`src/rtl/stream_delay_adjust.sv`:
```
// Runtime-adjustable stream delay/advance: inserts fill beats or drops input beats
// until the applied offset matches len, regenerating packet boundaries from max_spp.
module stream_delay_adjust #(
    parameter int unsigned WIDTH        = 16,
    parameter int unsigned MAX_LEN_LOG2 = 10,
    parameter int unsigned SPP_W        = 16
) (
    input  logic                    clk,
    input  logic                    reset,
    input  logic                    clear,
    input  logic [MAX_LEN_LOG2-1:0] len,
    input  logic [SPP_W-1:0]        max_spp,
    input  logic                    fill_mode,
    input  logic [WIDTH-1:0]        i_tdata,
    input  logic                    i_tlast,
    input  logic                    i_tvalid,
    output logic                    i_tready,
    output logic [WIDTH-1:0]        o_tdata,
    output logic                    o_tlast,
    output logic                    o_tvalid,
    input  logic                    o_tready,
    output logic [MAX_LEN_LOG2-1:0] delay_cur,
    output logic                    busy
);

    typedef enum logic [1:0] {IDLE, RUN, INSERT, DROP} state_t;

    state_t                  state, state_d;
    logic [MAX_LEN_LOG2-1:0] cur, cur_d;
    logic [WIDTH-1:0]        last_sample, last_sample_d;
    logic [SPP_W-1:0]        spp_cnt, spp_cnt_d;
    logic                    pend_last, pend_last_d;
    logic                    pt_last;
    logic                    spp_hit;

    assign delay_cur = cur;

    // State register and datapath registers; clear behaves as a synchronous reset
    always_ff @(posedge clk or posedge reset) begin
        if (reset) begin
            state       <= IDLE;
            cur         <= '0;
            last_sample <= '0;
            spp_cnt     <= '0;
            pend_last   <= 1'b0;
            busy        <= 1'b0;
        end else if (clear) begin
            state       <= IDLE;
            cur         <= '0;
            last_sample <= '0;
            spp_cnt     <= '0;
            pend_last   <= 1'b0;
            busy        <= 1'b0;
        end else begin
            state       <= state_d;
            cur         <= cur_d;
            last_sample <= last_sample_d;
            spp_cnt     <= spp_cnt_d;
            pend_last   <= pend_last_d;
            busy        <= (state_d == INSERT) || (state_d == DROP);
        end
    end

    // Next-state, handshake steering and boundary regeneration
    always_comb begin
        state_d       = state;
        cur_d         = cur;
        last_sample_d = last_sample;
        spp_cnt_d     = spp_cnt;
        pend_last_d   = pend_last;
        o_tdata       = i_tdata;
        o_tvalid      = i_tvalid;
        i_tready      = o_tready;
        pt_last       = i_tlast;
        spp_hit       = (max_spp != '0) && (spp_cnt == max_spp - SPP_W'(1));

        case (state)
            IDLE: begin
                if (i_tvalid && o_tready) begin
                    last_sample_d = i_tdata;
                    state_d       = RUN;
                end
            end
            RUN: begin
                if (i_tvalid && o_tready) begin
                    last_sample_d = i_tdata;
                end
                if (len > cur) begin
                    state_d = INSERT;
                end else if (len < cur) begin
                    state_d = DROP;
                end
            end
            INSERT: begin
                i_tready = 1'b0;
                pt_last  = 1'b0;
                o_tvalid = (cur < len);
                o_tdata  = fill_mode ? '0 : last_sample;
                if (cur >= len) begin
                    state_d = RUN;
                end else if (o_tready) begin
                    cur_d = cur + MAX_LEN_LOG2'(1);
                end
            end
            DROP: begin
                o_tvalid = 1'b0;
                pt_last  = 1'b0;
                i_tready = (cur > len);
                if (cur <= len) begin
                    state_d = RUN;
                end else if (i_tvalid) begin
                    cur_d         = cur - MAX_LEN_LOG2'(1);
                    last_sample_d = i_tdata;
                    if (i_tlast) begin
                        pend_last_d = 1'b1;
                    end
                end
            end
        endcase

        o_tlast = o_tvalid && (pt_last || pend_last || spp_hit);

        // Output beat bookkeeping; DROP never has an output beat, so no clash with pend_last set
        if (o_tvalid && o_tready) begin
            spp_cnt_d   = o_tlast ? '0 : spp_cnt + SPP_W'(1);
            pend_last_d = 1'b0;
        end
    end

endmodule

```
`config.mk`:
```
export PLATFORM = sky130hd
export DESIGN_NAME = stream_delay_adjust
export DESIGN_NICKNAME = d
export VERILOG_FILES = /design/src/rtl/stream_delay_adjust.sv
export SDC_FILE = /design/constraint.sdc
export NUM_CORES = 1
export LEC_CHECK = 0
export ABC_AREA = 1
export BUFFER_PORTS_ARGS = -buffer_cell sky130_fd_sc_hd__buf_2
export CAP_MARGIN = 40
export CORE_MARGIN = 2
export CORE_UTILIZATION = 54
export CTS_CLUSTER_SIZE = 16
export DETAILED_ROUTE_END_ITERATION = 10
export PLACE_DENSITY = 0.84
export SYNTH_ARGS = -nofsm -noshare
export SYNTH_HDL_FRONTEND = slang
export SYNTH_SLANG_ARGS = --single-unit
```
`constraint.sdc`:
```
create_clock -name clk -period 6.3 [get_ports clk]
set_clock_uncertainty 0.05 [all_clocks]
set_input_delay 0.945 -clock clk [delete_from_list [all_inputs] [get_ports clk]]
set_output_delay 0.945 -clock clk [all_outputs]
set_load 0.02 [all_outputs]
```
Word level (Yosys, flattened, before mapping)
Index checks and enable logic that the tools add are counted.
{ "classes": {"multipliers": 0, "n_eq_ne": 12, "n_bitwise": 0, "shift": 0, "n_div": 0, "n_reduce_logical": 20, "add_sub_neg": 4, "order_cmp": 6, "mux": 33} }
{ "op_table": {"columns": ["operator", "n"], "rows": [
  ["$mux 16", 9],
  ["$mux 10", 5],
  ["$pmux 16 s2", 1],
  ["$gt 10x10->1", 2],
  ["$lt 10x10->1", 2],
  ["$pmux 10 s2", 1],
  ["$add 16x1->16 const B", 1],
  ["$eq 16x16->1", 1],
  ["$reduce_bool 16->1", 1],
  ["$sub 16x1->16 const B", 1],
  ["$reduce_bool 3->1", 5],
  ["$mux 2", 6],
  ["$ne 3x3->1 const B", 4],
  ["$add 10x1->10 const B", 1],
  ["$ge 10x10->1", 1],
  ["$le 10x10->1", 1],
  ["$sub 10x1->10 const B", 1],
  ["$eq 2x2->1 const B", 4],
  ["$mux 1", 8],
  ["$pmux 2 s4", 1],
  ["$reduce_and 4->1", 2],
  ["$reduce_and 5->1", 1],
  ["$logic_and 1x1->1", 4],
  ["$pmux 1 s2", 2],
  ["other kinds (7)", 10]
]} }
{ "totals": {"mem_count": 0, "ramBits": 0, "rom_bits": 0, "latchBits": 0, "in_bits": 49, "ff_bits": 46} }

Logic depth before layout (Yosys ltp)
{ "depth": {"depth_word": 9, "mapped_depth": 17} }

Worst setup path before layout
No wires, ideal clock.
{ "synth_path": {"kind": "input to output", "startpoint": "input port max_spp[0]", "endpoint": "output port o_tlast", "stages": 15, "t_required_ps": 5305, "t_arrival_ps": 2330, "path_slack_ps": 2975, "cell_sequence": "inv_1 > ha_1 > clkbuf_2 > nand2_2 > nor2_1 > nand2_1 > nand3_1 > nand2_1 > nor2_1 > nand2_1 > nor2_1 > nand2_2 > nand2_1 > nand2_1 > inv_1"} }
{ "synth_via": {"elab_chain_len": 5, "word_cells_on_any_way": 6, "classes_between": "add/sub: 1; eq/ne: 1; reduce/logical: 4"} }
{ "synth_rtl": {"columns": ["element", "line_no", "text"], "rows": [
  ["from (decl)", "12", "input logic [SPP_W-1:0] max_spp,"],
  ["$sub 16x1->16", "75", "spp_hit = (max_spp != '0) && (spp_cnt == max_spp - SPP_W'(1));"],
  ["$eq 16x16->1", "75", null],
  ["$logic_and 1x1->1 (*)", "75", null],
  ["$logic_or 1x1->1 (*)", "121", "o_tlast = o_tvalid && (pt_last || pend_last || spp_hit);"],
  ["$logic_and 1x1->1 (*)", "121", null],
  ["to (decl)", "19", "output logic o_tlast,"]
]} }
Every way passes the cells marked *; elsewhere a longest branch is shown, timed or not.

Final worst setup path
Same ends and word-level chain as after synthesis.

==> load_flow_metrics.sql <==
INSERT INTO impl_metrics (metric_group, metric, value, unit) VALUES
('placement', 'numPortBuffers', '78', ''),
('yosys', 'post_synth_inst_count', '557', ''),
('yosys', 'synth-edff-count', '0', ''),
('flow_run', 'maxCapViolations', '0', ''),
('drt', 'num_vias', '3860', ''),
('placement', 'final_estimated_routing_congestion_in_global_placement', '0.905', ''),
('clock_network', 'tritoncts', 'done', ''),
('drt', 'post_drt_wl_per_cell', '12.6', 'um'),
('grt', 'grt_overflow', '0', ''),
('grt', 'grt_start_max_net_pins', '33', ''),
('setup_path', 'timing.critical_path.max_delay_family', 'simple AND/OR/NAND/NOR gates', ''),
('yosys', 'synthMuxAreaShare', '0', ''),
('drt', 'drcViolationCount', '0', ''),
('min_path', 'hold_class', 'flip-flop to flip-flop', ''),
('setup_path', 'crit_path_cell_trace', 'buf_2, inv_1, ha_1, nand2_2, nor2_1, nand2_1, nand3_1, nand2_1, nor2_1, nand2_1, nor2_1, nand2_2, nand2_1, nand2_1, inv_1, buf_2', ''),
('timing', 'max_slew.worst_pin.slew', '0.910', 'ns'),
('yosys', 'yosysTopAreaCell', 'sky130_fd_sc_hd__dfrtp_1', ''),
('timing', 'max_slew_margin', '0.392', ''),
('yosys', 'top_cells_by_area_in_the_synthesized_netlist', 'sky130_fd_sc_hd__dfrtp_1 (30%), sky130_fd_sc_hd__nand2_1 (14%), sky130_fd_sc_hd__ha_1 (6.5%)', ''),
('placement', 'place_hpwl', '6960', 'um'),
('placement', 'dpl.cell_count', '717', ''),
('cells_and_area', 'layout_overhead_on_the_synthesized_area', '14.5', '%'),
('setup_path', 'critPathKind', 'input port to output pin', ''),
('timing', 'final_max_slew_viol_count', '0', ''),
('yosys', 'synth_largest_type_area_fraction', '0.299', ''),
('yosys', 'synth_top_family_by_area', 'simple AND/OR/NAND/NOR gates', ''),
('drt', 'drt_iter0_markers', '182', ''),
('yosys', 'sequential_cell_area_fraction_in_the_yosys_report', '0.299', ''),
('yosys', 'postSynthNetCount', '627', ''),
('yosys', 'synth-warning-count', '0', ''),
('cells_and_area', 'final_instance_count_excl_fillers', '725', ''),
('clock_network', 'cts_buffer_depth', '2', ''),
('die', 'die_area', '7820', 'um^2'),
('yosys', 'synth_async_sr_flop_share', '1.00', ''),
('yosys', 'simple_gate_area_share_of_the_yosys_netlist', '0.319', ''),
('clock_network', 'cts-buffers-inserted', '5', ''),
('clock_network', 'cts.sinks', '46', ''),
('outcome', 'run_status', 'finished, final reports clean', ''),
('setup_path', 'arrival', '2.73', 'ns'),
('drt', 'drt_pre_antenna_iters', '5', ''),
('timing', 'max_freq', '269', 'MHz'),
('yosys', 'synthesized_area_fraction_occupied_by_xor_and_xnor_cells', '0.0747', ''),
('yosys', 'yosysMostFrequentCell', 'sky130_fd_sc_hd__nand2_1', ''),
('yosys', 'postSynthRegisterBits', '46', ''),
('yosys', 'synth_compound_gate_area_share', '0.152', ''),
('timing', 'setup_viol', '0', ''),
('clock_network', 'cts.htree.levels', '2', ''),
('setup_path', 'critical_path_buf_inv_count', '4', ''),
('timing', 'setup-tns-final', '0', 'ns'),
('grt', 'global_route.usage.met2', '0.415', ''),
('clock_network', 'clkTransAtPathRegs', '0.10', 'ns'),
('timing', 'unrepaired_setup_endpoints_after_global_routing', 'no', ''),
('grt', 'grt_pass1_vias', '3426', ''),
('power_and_ir_drop', 'power.density', '154', 'nW/um^2'),
('clock_network', 'post_cts.resized_instances', '0', ''),
('timing', 'layout_min_cycle_time', '3.72', 'ns'),
('setup_path', 'crit_path_end_kind', 'output pin', ''),
('die', 'row_count', '30', ''),
('grt', 'busiest_layer', 'met2', ''),
('drt', 'viasPerCell', '5.32', ''),
('clock_network', 'postCtsSetupBuffers', '0', ''),
('grt', 'grt_util_met1', '0.308', ''),
('setup_path', 'worst_setup_path_start_kind', 'input port', ''),
('setup_path', 'worst_path_largest_cell_delay', '0.35', 'ns'),
('setup_path', 'critical-path-slowest-cell', 'sky130_fd_sc_hd__ha_1', ''),
('setup_path', 'cpMostUsedCell', 'sky130_fd_sc_hd__nand2_1', ''),
('die', 'initial_core_util', '0.564', ''),
('cells_and_area', 'antenna_cells', '0', ''),
('yosys', 'synth_cell_types', '38', ''),
('cells_and_area', 'layout.nets', '698', ''),
('grt', 'globalRouteMet3Util', '0.0466', '');
==> through the flow <==
| stage | util | area, um^2 | setup slack, ns | power [mW] |
|---|---|---|---|---|
| 2_1_floorplan | - | 3850 | 2.97 | 0.435 |
| 3_3_place_gp | 0.627 | 4280 | 2.65 | 0.485 |
| 3_5_place_dp | 0.632 | 4320 | 2.56 | 0.493 |
| 4_1_cts | 0.645 | 4410 | 2.56 | 0.682 |
| 5_1_grt | 0.645 | 4410 | 2.36 | 0.712 |
| 6_report | 0.645 | 4410 | 2.58 | 0.680 |
==> metal layers <==
metal	wire [um]	share of wire	vias to the layer above
li1	-	-	1945
met1	4050	0.44	1779
met2	4440	0.49	125
met3	574	0.063	11
met4	90	0.0098	0
met5	0	0	-
==> layout make-up <==
class / count / area (um^2)
fill: 624 / 2420
multi-input combinational: 429 / 2370
sequential: 46 / 1150
timing repair buffer: 80 / 425
inverter: 66 / 248
tap: 96 / 120
clock buffer: 5 / 68.8
clock inverter: 3 / 23.8
==> logic make-up (layout without fill, tap and decap cells) <==
logic type | Yosys count | in the layout
flip-flops | 46 | 46
adder cells (fa/ha/maj) | 21 | 21
AND/OR/NAND/NOR | 280 | 280
buffers and inverters | 82 | 154
AO/OA/AOI/OAI | 96 | 96
XOR/XNOR | 32 | 32
==> registers in the layout (all words and copies together), names as in the netlist <==
register / flops
last_sample: 16
spp_cnt: 16
delay_cur: 10
state: 2
busy: 1
pend_last: 1
==> final timing paths <==
check | start | endpoint | slack (ns) | depth (start not counted)
setup / recovery | max_spp[0] | o_tlast | 2.58 | 16
hold / removal | last_sample[9] | last_sample[9] | 0.45 | 2
setup reg to reg | state[0] | delay_cur[5] | 3.33 | 9
hold reg to reg | last_sample[9] | last_sample[9] | 0.45 | 2
max in group asynchronous | reset | pend_last | 5.13 | 3
min in group asynchronous | reset | last_sample[5] | 0.56 | 2
==> report_power, final <==
part | leakage [nW] | internal (mW) | switching [mW]
sequential | 0.623 | 0.309 | 0.0146
clock | 0.0408 | 0.0795 | 0.113
combinational | 1.60 | 0.0571 | 0.107
total | 2.26 | 0.446 | 0.234
==> placed cells by master (no fill, tap or decap), drive strengths merged <==
| cell type | instances |
|---|---|
| nor2 | 62 |
| o21a | 1 |
| clkinvlp | 2 |
| o211ai | 3 |
| o21ai | 51 |
| o311ai | 1 |
| dfrtp | 46 |
| buf | 80 |
| inv | 66 |
| nand3 | 49 |
| xnor2 | 10 |
| nand4 | 10 |
| nand3b | 2 |
| a21oi | 19 |
| xor2 | 22 |
| fa | 1 |
| o21bai | 17 |
| nor3 | 4 |
| nand2 | 147 |
| a21o | 3 |
| nor4 | 4 |
| ha | 20 |
| clkbuf | 5 |
| o22ai | 1 |
| clkinv | 1 |
| or2 | 2 |
==> worst min-delay path, stage by stage (launching register included) <==
cell and delay (ns):
sky130_fd_sc_hd__dfrtp_1 0.36, sky130_fd_sc_hd__nand2_1 0.05, sky130_fd_sc_hd__o21ai_0 0.06
Note: power is estimated with default switching activity, not from simulation.
